--- config.mk ---
export PLATFORM = sky130hd
export DESIGN_NAME = wb_stage
export DESIGN_NICKNAME = d
export VERILOG_FILES = /design/src/rtl/wb_stage_pkg.sv /design/src/rtl/wb_stage_load_aligner.sv /design/src/rtl/wb_stage.sv
export SDC_FILE = /design/constraint.sdc
export NUM_CORES = 1
export LEC_CHECK = 0
export BUFFER_PORTS_ARGS = -buffer_cell sky130_fd_sc_hd__buf_2
export CORE_UTILIZATION = 44
export DETAILED_ROUTE_END_ITERATION = 7
export PLACE_DENSITY_LB_ADDON = 0.2
export SYNTH_ARGS = -nofsm -noshare
export SYNTH_HDL_FRONTEND = slang
export SYNTH_SLANG_ARGS = --single-unit
export TNS_END_PERCENT = 50
--- constraint.sdc ---
create_clock -name clock -period 2.1 [get_ports clock]
set_input_delay 0.21 -clock clock [delete_from_list [all_inputs] [get_ports clock]]
set_output_delay 0.21 -clock clock [all_outputs]
set_load 0.05 [all_outputs]
--- src/rtl/wb_stage_pkg.sv ---
// wb_stage_pkg: shared writeback definitions (load-size encodings, zero register id).
package wb_stage_pkg;
    typedef enum logic [1:0] {
        LOAD_WORD = 2'b00,
        LOAD_HALF = 2'b01,
        LOAD_BYTE = 2'b10,
        LOAD_RSVD = 2'b11
    } load_size_e;

    localparam logic [4:0] ZERO_REG = 5'd0;
endpackage

--- src/rtl/wb_stage_load_aligner.sv ---
// load_aligner: little-endian byte/halfword extraction with sign/zero extension.
// Ports: read_data (raw memory word), load_size (word/half/byte), load_unsigned
// (zero-extend when 1), byte_offset (address [1:0]) -> value (extended result),
// misaligned (half at odd offset or word at nonzero offset).
module load_aligner
    import wb_stage_pkg::*;
(
    input  logic [31:0] read_data,
    input  logic [1:0]  load_size,
    input  logic        load_unsigned,
    input  logic [1:0]  byte_offset,
    output logic [31:0] value,
    output logic        misaligned
);
    logic [7:0]  byte_sel;
    logic [15:0] half_sel;
    logic        is_word;

    assign byte_sel = byte_offset == 2'd0 ? read_data[7:0]   :
                      byte_offset == 2'd1 ? read_data[15:8]  :
                      byte_offset == 2'd2 ? read_data[23:16] : read_data[31:24];
    assign half_sel = byte_offset[1] ? read_data[31:16] : read_data[15:0];
    // The reserved size encoding behaves as a word load.
    assign is_word  = load_size == LOAD_WORD || load_size == LOAD_RSVD;

    assign value = load_size == LOAD_BYTE ? {{24{~load_unsigned & byte_sel[7]}}, byte_sel} :
                   load_size == LOAD_HALF ? {{16{~load_unsigned & half_sel[15]}}, half_sel} :
                   read_data;
    assign misaligned = (load_size == LOAD_HALF && byte_offset[0]) || (is_word && byte_offset != 2'd0);
endmodule

--- src/rtl/wb_stage.sv ---
// wb_stage: MEM/WB pipeline register and register-file writeback driver.
// Ports: clock, reset_n (synchronous, active-low), stall (hold), flush (bubble),
// mem_* (memory-stage instruction fields), control_reg_write / control_write_id /
// reg_write_value (registered register-file write port), misaligned_load
// (one-cycle pulse), retire_count (retired-instruction counter).
// Option: define WB_RETIRE_COUNT_EN to build the retire counter; otherwise
// retire_count is tied to 0.
module wb_stage
    import wb_stage_pkg::*;
#(
    parameter int DATA_WIDTH   = 32,
    parameter int REG_ID_WIDTH = 5
) (
    input  logic                    clock,
    input  logic                    reset_n,
    input  logic                    stall,
    input  logic                    flush,
    input  logic                    mem_valid,
    input  logic                    mem_reg_write,
    input  logic                    mem_mem_to_reg,
    input  logic [1:0]              mem_load_size,
    input  logic                    mem_load_unsigned,
    input  logic [1:0]              mem_byte_offset,
    input  logic [REG_ID_WIDTH-1:0] mem_write_id,
    input  logic [DATA_WIDTH-1:0]   mem_alu_result,
    input  logic [DATA_WIDTH-1:0]   mem_read_data,
    output logic                    control_reg_write,
    output logic [REG_ID_WIDTH-1:0] control_write_id,
    output logic [DATA_WIDTH-1:0]   reg_write_value,
    output logic                    misaligned_load,
    output logic [31:0]             retire_count
);
    logic                    valid_q, valid_d;
    logic                    wr_q, wr_d;
    logic [REG_ID_WIDTH-1:0] id_q, id_d;
    logic [DATA_WIDTH-1:0]   value_q, value_d;
    logic                    mis_q, mis_d;
    logic [DATA_WIDTH-1:0]   load_value;
    logic                    load_mis;
    logic                    capture;
    logic                    mis;

    load_aligner u_aligner (
        .read_data     (mem_read_data),
        .load_size     (mem_load_size),
        .load_unsigned (mem_load_unsigned),
        .byte_offset   (mem_byte_offset),
        .value         (load_value),
        .misaligned    (load_mis)
    );

    assign capture = !flush && !stall;
    // Alignment only matters when the load data is actually selected.
    assign mis     = mem_valid && mem_mem_to_reg && load_mis;

    always_comb begin
        valid_d = flush ? 1'b0 : capture ? mem_valid : valid_q;
        wr_d    = flush ? 1'b0 : capture ? mem_valid && mem_reg_write && !mis &&
                  mem_write_id != REG_ID_WIDTH'(ZERO_REG) : wr_q;
        id_d    = capture ? mem_write_id : id_q;
        value_d = capture ? (mem_mem_to_reg ? load_value : mem_alu_result) : value_q;
        // Stall and flush drop the pulse so it is never repeated.
        mis_d   = capture && mis;
    end

    always_ff @(posedge clock) begin
        if (!reset_n) begin
            valid_q <= 1'b0;
            wr_q    <= 1'b0;
            id_q    <= '0;
            value_q <= '0;
            mis_q   <= 1'b0;
        end else begin
            valid_q <= valid_d;
            wr_q    <= wr_d;
            id_q    <= id_d;
            value_q <= value_d;
            mis_q   <= mis_d;
        end
    end

    // Write only from a live slot; wr_q already implies valid, this keeps it explicit.
    assign control_reg_write = wr_q && valid_q;
    assign control_write_id  = id_q;
    assign reg_write_value   = value_q;
    assign misaligned_load   = mis_q;

`ifdef WB_RETIRE_COUNT_EN
    logic [31:0] retire_q, retire_d;

    // Every real instruction retires, including non-writing and misaligned ones.
    assign retire_d = retire_q + 32'(capture && mem_valid);

    always_ff @(posedge clock) begin
        if (!reset_n) retire_q <= '0;
        else retire_q <= retire_d;
    end

    assign retire_count = retire_q;
`else
    assign retire_count = '0;
`endif
endmodule

==> results of run 1 <==
## power groups by stage
| stage | clock network, mW | registers (mW) | logic (mW) |
|---|---|---|---|
| final | 0.545 | 0.818 | 0.672 |
| after global routing | 0.566 | 0.823 | 0.715 |
| after CTS | 0.548 | 0.819 | 0.668 |
| after detailed placement | 0 | 0.836 | 0.667 |
| after global placement | 0 | 0.835 | 0.662 |
| after floorplan | 0 | 0.976 | 0.385 |
## cells in the final DEF (no fill, tap or decap)
cell type  instances
a211oi_1           7
a21oi_1           23
a221o_2            1
a22oi_1           16
and2_1             2
and3_1            15
buf_2            119
buf_4             11
clkbuf_1           2
clkbuf_8           6
conb_1            32
dfxtp_1           40
ha_1               2
inv_1              4
mux2_2             1
mux2i_1            2
mux4_1             7
mux4_2             1
nand2_1           57
nand2b_1           1
nand3_1            8
nor2_1             6
nor2b_1            8
o211ai_1           1
o21a_1             1
o21ai_0           31
o21ai_1           10
o22ai_1            1
o311a_1            8
o32ai_1            7
or2_2              1
or3_1              2
or4_1              1
## registers in the layout, indices dropped and copies added, names as in the netlist
| signal | count |
|---|---|
| misaligned_load | 1 |
| control_write_id | 5 |
| valid_q | 1 |
| wr_q | 1 |
| reg_write_value | 32 |
## worst max-delay path, cell delays in order
cell	delay [ps]
buf_2	110
mux4_2	500
a221o_2	490
a22oi_1	200
o21ai_0	100
## through the flow
| stage | util | area (sq um) | hold slack [ps] | instances | worst slack [ps] |
|---|---|---|---|---|---|
| after global placement | 0.556 | 3100 | 434 | 498 | 389 |
| final | 0.572 | 3190 | 155 | 506 | 664 |
| after global routing | 0.572 | 3190 | 168 | 506 | 571 |
| after CTS | 0.572 | 3190 | 149 | 506 | 678 |
| after floorplan | - | 2690 | 346 | 354 | 397 |
| after detailed placement | 0.556 | 3100 | 440 | 498 | 362 |
## per-layer routing
metal / up-vias / global-route usage / share of wire
li1: 1326 / - / -
met1: 1322 / 0.323 / 0.41
met2: 150 / 0.432 / 0.48
met3: 10 / 0.0616 / 0.094
met4: 0 / 0.0741 / 0.014
met5: - / 0 / 0
## cell families after synthesis
| group | share of synthesized area |
|---|---|
| buf+inv | 0.144 |
| flops | 0.312 |
| compound gates | 0.260 |
| other cells | 0.00146 |
| mux | 0.0925 |
| fa+ha+maj | 0.00974 |
| simple gates | 0.181 |
## how the worst max path moves through the flow
stage                             startpoint                  end  slack (ps)  cells after the start
final                     mem_byte_offset[0]  reg_write_value[16]         660                      5
after floorplan           mem_byte_offset[0]  reg_write_value[30]         400                      6
after CTS                 mem_byte_offset[0]  reg_write_value[16]         680                      5
after detailed placement  mem_byte_offset[0]  reg_write_value[16]         360                      5
after global routing      mem_byte_offset[0]  reg_write_value[20]         570                      5
after global placement    mem_byte_offset[0]  reg_write_value[19]         390                      5
## area by class of cell
cell class | count | area share
inverter | 4 | 0.00471
sequential | 40 | 0.251
clock buffer | 8 | 0.0282
tap | 72 | 0.0282
timing repair buffer | 130 | 0.213
multi-input combinational | 252 | 0.475
==> results.py, run 1 <==
metrics = {
    "power": {
        "switchingPower_mw": 0.776,
        "power.leakage_nw": 1.62,
        "max-vdd-ir-drop_mv": 0.317,
        "total_power_mw": 2.04,
        "combPwrFrac": 0.330,
        "pwr-share-seq": 0.402,
        "switching_share": 0.381,
        "power.density_mw_per_mm2": 638,
        "p_clk_frac": 0.268,
        "intPower_mw": 1.26,
    },
    "synth": {
        "synth.area.top_cells": "dfxtp_1 (31%), buf_4 (9.3%), nand2_1 (8.3%)",
        "synth_edf_count": 0,
        "seq_area_frac_synth": 0.312,
        "ys_top_cells_by_count": "nand2_1 (57), dfxtp_1 (40), buf_4 (32)",
        "yosysMostFrequentCell": "nand2_1",
        "avgSynthCellArea_sq_um": 7.96,
        "ys_warn_count": 0,
        "ys_seq_elements": 40,
        "netlist_area_sq_mm": 0.00257,
        "syn_inst": 323,
        "yosys.area.top_type": "dfxtp_1",
        "synth-async-reset-ratio": 0,
        "yosysTopAreaCellShare": 0.312,
        "synth_cell_types": 33,
        "synthFlopType": "dfxtp_1",
    },
    "worst_setup_path": {
        "crit_arrival_ps": 1620,
        "worstRegToRegCells": 3,
        "rr_startpoint": "reg_write_value[15]",
        "cp.required_ps": 2280,
        "critPathCaptureType": "register",
        "reg2reg_to": "reg_write_value[15]",
        "crit_fanout": 16,
        "start_kind": "input port",
        "rrSetupSlack_ps": 1420,
        "criticalPathCategory": "in -> reg",
    },
    "routing": {
        "drt_iter0_drc": 143,
        "drc": 0,
        "routed_via_density": 5.55,
        "drtAntennaViolNets": 0,
        "routed_wirelength_mm": 7.92,
        "routed-via-count": 2808,
        "first_pass_iters": 5,
        "wire_per_inst_um": 15.6,
    },
    "global_routing": {
        "grt_overflow": 0,
        "grt_max_degree": 28,
        "grt_usage": 0.256,
        "grt_first_pass_wirelength_mm": 12.1,
        "antenna_found_initial": 0,
        "first_global_vias": 2428,
    },
    "clock_network": {
        "hold_buffers": 0,
        "path_clk_slew_ps": 80,
        "postCtsSetupRepairBufs": 0,
        "ctsResizeCount": 0,
        "htreeDepth": 2,
        "root_buffer": "clkbuf_8",
        "cts_inserted_buffers": 5,
        "cts_tree": "built",
        "insertion_delay_ps": 290,
        "clock-sinks": 40,
        "clockBufferDepth": 2,
    },
    "finish": {
        "nets": 516,
        "area_growth_pct": 24.1,
        "fill_cells": 557,
        "drive_gt1_frac": 0.323,
        "multi_input_area_sq_mm": 0.00152,
        "register_area_sq_um": 801,
        "n_antenna_cell": 0,
    },
    "timing": {
        "slew_violations": 0,
        "finalHoldViolCount": 0,
        "min_period_over_period": 0.684,
        "clock-skew-final_ps": 0,
        "max_clock_freq_mhz": 696,
        "relSlewSlack": 0.207,
        "setup_violations": 0,
        "tightest_slew_ps": 1190,
        "rsz0062_at_grt": "false",
        "fin_crit_ps": 1440,
        "tns_ps": 0,
    },
    "floorplanning": {
        "initial_core_util": 0.461,
        "dieArea_sq_mm": 0.00615,
        "ios": 152,
        "die_w_um": 78.4,
        "core.rowCount": 27,
        "core_area_sq_mm": 0.00557,
        "fp.dieH_um": 78.4,
    },
    "place": {
        "place_hpwl_mm": 5.88,
        "io_buffer_count": 119,
        "gp_congestion": 0.843,
    },
    "flow_run": {
        "maxCapViolCount": 0,
    },
    "run_status": {
        "status": "complete, no violations",
    },
    "min_path": {
        "worstHoldPathType": "in -> reg",
        "hold_path_end": "control_write_id[4]",
        "hold-path-cell-count": 3,
        "hold_start": "mem_write_id[4]",
    },
}
Note: power is estimated with default switching activity, not from simulation.
==> inputs of run 2 (changes only) <==
Settings changed: CORE_UTILIZATION 44 to 40.
Clock period 2.1 ns to 1.3 ns, I/O delays scaled along.
==> run 2 against run 1 <==
  * The run now ends with negative setup slack left
  * Register-to-register slack worse by 800 ps
  * First-iteration DRC count is 99% higher
  * Flip-flop and latch count stayed put
  * Global-route usage is 1.5 points lower
  * Final cell count is 4.2% higher
  * Die area is 9.7% higher
  * Via count is 1.2% higher
  * Hold slack worse by 82 ps
  * Non-clock buffer count is 17 higher
==> results.py, run 2 (synthesis gave the netlist of run 1 again) <==
metrics = {
    "run_status": {
        "status": "finished with violations",
        "violations": "negative setup slack",
    },
    "floorplanning": {
        "die_w_um": 82.2,
        "core_area_sq_mm": 0.00606,
        "ios": 152,
        "fp.dieH_um": 82.2,
        "dieArea_sq_mm": 0.00675,
        "initial_core_util": 0.424,
        "core.rowCount": 28,
    },
    "clock_network": {
        "root_buffer": "clkbuf_8",
        "clock-sinks": 40,
        "path_clk_slew_ps": 80,
        "insertion_delay_ps": 290,
        "hold_buffers": 0,
        "htreeDepth": 2,
        "cts_tree": "built",
        "clockBufferDepth": 2,
        "cts_inserted_buffers": 5,
    },
    "finish": {
        "drive_gt1_frac": 0.394,
        "final_common_cell": "buf_2",
        "largest_reg_flops": 32,
        "fin_area_sq_mm": 0.00350,
        "area_growth_pct": 36.2,
        "layout_common_cells": "buf_2 (116), nand2_1 (57), dfxtp_1 (40)",
        "n_antenna_cell": 0,
        "nets": 534,
    },
    "timing": {
        "max_clock_freq_mhz": 740,
        "whs_ps": 73.5,
        "timing.final.ws_setup_ps": -52.1,
        "rsz0062_at_grt": "true",
        "finalHoldViolCount": 0,
        "min_period_over_period": 1.04,
        "slew_violations": 0,
        "setup_violations": 10,
        "fin_crit_ps": 1350,
        "relSlewSlack": 0.523,
        "clock-skew-final_ps": 0,
        "tightest_slew_ps": 714,
    },
    "global_routing": {
        "grt_usage": 0.242,
        "grt_overflow": 0,
        "top_usage_layer": "met2",
        "use_met3": 0.0462,
        "grt_first_pass_wirelength_mm": 12.1,
        "antenna_found_initial": 0,
        "grt_max_degree": 24,
        "first_global_vias": 2426,
        "met2_usage": 0.406,
        "use_met1": 0.308,
    },
    "worst_setup_path": {
        "critPathMaxStageDelay_ps": 500,
        "cp.required_ps": 1470,
        "criticalPathCategory": "in -> reg",
        "crit_chain": "buf_2 > mux4_2 > a221o_4 > a22oi_2 > o21ai_2",
        "crit_fanout": 8,
        "crit_arrival_ps": 1520,
        "startpoint": "mem_read_data[15]",
        "rr_startpoint": "reg_write_value[3]",
        "cp_slowest_cell": "mux4_2",
        "critPathCaptureType": "register",
        "start_kind": "input port",
    },
    "min_path": {
        "hold_start": "mem_write_id[2]",
        "worstHoldPathType": "in -> reg",
    },
    "power": {
        "max-vdd-ir-drop_mv": 0.502,
        "intPower_mw": 2.25,
        "combPwrFrac": 0.340,
        "pwr-share-seq": 0.374,
        "power.density_mw_per_mm2": 1010,
        "power.leakage_nw": 1.74,
        "switching_share": 0.365,
        "p_clk_frac": 0.286,
        "switchingPower_mw": 1.29,
    },
    "routing": {
        "drtAntennaViolNets": 0,
        "first_pass_iters": 4,
        "wire_per_inst_um": 15.9,
        "drc": 0,
        "drt_iter0_drc": 285,
        "routed_wirelength_mm": 8.36,
        "routed-via-count": 2841,
        "routed_via_density": 5.39,
    },
    "flow_run": {
        "maxCapViolCount": 0,
    },
    "place": {
        "gp_congestion": 0.810,
        "placed_area_sq_mm": 0.00331,
        "pre_cts_ws_ps": -450,
        "io_buffer_count": 119,
        "place_hpwl_mm": 6.30,
    },
}
## run 2: area by class of cell
| cell class | instances | area, sq um |
|---|---|---|
| Fill cell | 606 | 2560 |
| Multi-Input combinational cell | 253 | 1630 |
| Timing Repair Buffer | 147 | 857 |
| Sequential cell | 40 | 801 |
| Tap cell | 75 | 93.8 |
| Clock buffer | 6 | 72.6 |
| Clock inverter | 2 | 35.0 |
| Inverter | 4 | 15.0 |
## run 2: metal layers
layer	up-vias	wire, um
met3	15	630
met1	1327	3510
met5	-	0
li1	1363	-
met2	136	4040
met4	0	181
## run 2: worst paths after layout
path | endpoint | slack (ps) | depth (start not counted)
max | reg_write_value[27] | -50 | 5
min | control_write_id[2] | 70 | 3
max reg2reg | reg_write_value[3] | 620 | 2
min reg2reg | reg_write_value[19] | 450 | 2
## run 2: critical path, delay by kind of cell
kind | cells | cell delay [ps]
AOI/OAI and AO/OA | 3 | 780
buffers and inverters | 1 | 110
muxes | 1 | 500
## run 2: power by group through the flow
stage / Sequential, mW / Combinational (mW) / Clock, mW
final: 1.32 / 1.20 / 1.01
after global routing: 1.33 / 1.28 / 1.07
after CTS: 1.32 / 1.17 / 1.02
after detailed placement: 1.35 / 1.15 / 0
after global placement: 1.35 / 1.14 / 0
after floorplan: 1.58 / 0.645 / 0
## run 2: timing repair
action,CTS,global route
gates resized for setup,4,17
setup endpoints to repair,16,16
gates cloned,1,0
buffers inserted,0,0
pin swaps,5,7
## run 2: metrics by stage
stage	power, mW	instances	setup TNS (ps)	utilization
final	3.54	527	-121	0.577
after floorplan	2.22	354	-5580	-
after CTS	3.52	527	-51.8	0.569
after global routing	3.68	527	-480	0.577
after detailed placement	2.50	518	-8930	0.545
after global placement	2.49	518	-8110	0.545
==> inputs of run 3 (changes only) <==
Settings changed: CORE_ASPECT_RATIO from default to 0.75, CORE_MARGIN from default to 2.
==> run 3 against run 2 <==
  * Worst setup slack gained 41 ps
  * The run still ends with negative setup slack left
  * Hold slack better by 6.0 ps
  * Largest power group unchanged
  * Via count fell by 1.2%
==> results.py, run 3 (synthesis gave the netlist of run 1 again) <==
metrics = {
    "global_routing": {
        "use_met1": 0.345,
        "grt_usage": 0.231,
        "top_usage_layer": "met1",
        "grt_max_degree": 28,
        "antenna_found_initial": 0,
        "use_met3": 0.0503,
        "grt_first_pass_wirelength_mm": 12.6,
        "grt_overflow": 0,
        "met2_usage": 0.333,
        "first_global_vias": 2540,
    },
    "clock_network": {
        "hold_buffers": 0,
        "cts_tree": "built",
        "clockBufferDepth": 2,
        "root_buffer": "clkbuf_8",
        "path_clk_slew_ps": 80,
        "htreeDepth": 2,
        "insertion_delay_ps": 290,
        "cts_inserted_buffers": 5,
        "clock-sinks": 40,
    },
    "power": {
        "pwr-share-seq": 0.363,
        "intPower_mw": 2.35,
        "switchingPower_mw": 1.30,
        "power.leakage_nw": 1.75,
        "power.density_mw_per_mm2": 1030,
        "p_clk_frac": 0.310,
        "combPwrFrac": 0.327,
        "total_power_mw": 3.65,
        "switching_share": 0.355,
        "max-vdd-ir-drop_mv": 0.463,
    },
    "timing": {
        "timing.final.ws_setup_ps": -11.5,
        "clock-skew-final_ps": 0,
        "tightest_slew_ps": 668,
        "relSlewSlack": 0.554,
        "tns_ps": -15.6,
        "rsz0062_at_grt": "true",
        "setup_violations": 2,
        "slew_violations": 0,
        "max_clock_freq_mhz": 762,
        "fin_crit_ps": 1310,
        "min_period_over_period": 1.01,
        "whs_ps": 79.5,
        "finalHoldViolCount": 0,
    },
    "worst_setup_path": {
        "worstRegToRegCells": 2,
        "start_kind": "input port",
        "reg2reg_to": "reg_write_value[2]",
        "rrSetupSlack_ps": 610,
        "cp.required_ps": 1480,
        "criticalPathCategory": "in -> reg",
        "crit_arrival_ps": 1490,
        "crit_fanout": 8,
        "critPathCaptureType": "register",
        "rr_startpoint": "reg_write_value[2]",
    },
    "finish": {
        "final_util": 0.564,
        "nets": 537,
        "largest_reg_flops": 32,
        "fin_cells": 536,
        "fill_cells": 629,
        "n_antenna_cell": 0,
        "final_common_cell": "buf_2",
        "drive_gt1_frac": 0.402,
        "fin_area_sq_mm": 0.00353,
        "area_growth_pct": 37.4,
        "layout_common_cells": "buf_2 (117), nand2_1 (56), dfxtp_1 (40)",
    },
    "place": {
        "io_buffer_count": 119,
        "dp.cells": 526,
        "placed_area_sq_mm": 0.00332,
        "pre_cts_ws_ps": -457,
        "gp_congestion": 0.891,
        "place_hpwl_mm": 6.30,
    },
    "routing": {
        "routed-via-count": 2807,
        "first_pass_iters": 4,
        "drtAntennaViolNets": 0,
        "drt_iter0_drc": 140,
        "drc": 0,
        "routed_via_density": 5.24,
        "routed_wirelength_mm": 8.21,
        "wire_per_inst_um": 15.3,
    },
    "floorplanning": {
        "dieArea_sq_mm": 0.00709,
        "core_area_sq_mm": 0.00626,
        "fp.dieH_um": 73.4,
        "die_w_um": 96.6,
        "core.rowCount": 25,
        "ios": 152,
        "initial_core_util": 0.411,
    },
    "flow_run": {
        "maxCapViolCount": 0,
    },
    "min_path": {
        "hold_start": "mem_write_id[3]",
        "hold_path_end": "control_write_id[3]",
        "hold-path-cell-count": 3,
        "worstHoldPathType": "in -> reg",
    },
    "run_status": {
        "violations": "negative setup slack",
        "status": "finished with violations",
    },
}
-- run 3: changes by cell type in the layout (fill, tap and decap cells not counted), sizes merged --
cell / change
clkbuf: +1
clkinv: -1
buf: +3
-- run 3: power by group through the flow --
stage | Combinational, mW | Sequential, mW | Clock, mW
final | 1.19 | 1.32 | 1.13
after global routing | 1.27 | 1.33 | 1.20
after CTS | 1.17 | 1.32 | 1.15
after detailed placement | 1.14 | 1.35 | 0
after global placement | 1.14 | 1.35 | 0
after floorplan | 0.645 | 1.58 | 0
-- run 3: worst max path at each step --
| stage | startpoint | endpoint | depth (start not counted) |
|---|---|---|---|
| final | mem_byte_offset[0] | reg_write_value[20] | 5 |
| after global routing | mem_byte_offset[0] | reg_write_value[20] | 5 |
| after CTS | mem_byte_offset[0] | reg_write_value[27] | 5 |
| after detailed placement | mem_byte_offset[0] | reg_write_value[20] | 5 |
| after global placement | mem_byte_offset[0] | reg_write_value[18] | 5 |
| after floorplan | mem_byte_offset[0] | reg_write_value[22] | 6 |
-- run 3: what timing repair did --
item	in CTS	in global routing
setup endpoints to repair	16	19
pin swaps	4	10
gates cloned	1	0
setup buffers	0	1
resized for setup	6	16
-- run 3: layer usage --
metal | up-vias | part of all wire
met3 | 11 | 0.091
met5 | - | 0
met4 | 0 | 0.011
met1 | 1314 | 0.47
li1 | 1373 | -
met2 | 109 | 0.43
-- run 3: critical path: stages --
cell	delay (ps)
buf_8	80
mux4_2	540
a221o_4	500
a22oi_2	150
o21ai_1	90
-- run 3: cell type report --
class                   count  area [sq um]  share of cell area
multi-input cells         253          1630               0.461
inverters                   4          15.0             0.00425
flip-flops and latches     40           801               0.227
repair buffers            150           861               0.244
well taps                  81           101              0.0287
clock buffers               7          96.3              0.0273
clock inverters             1          30.0             0.00850
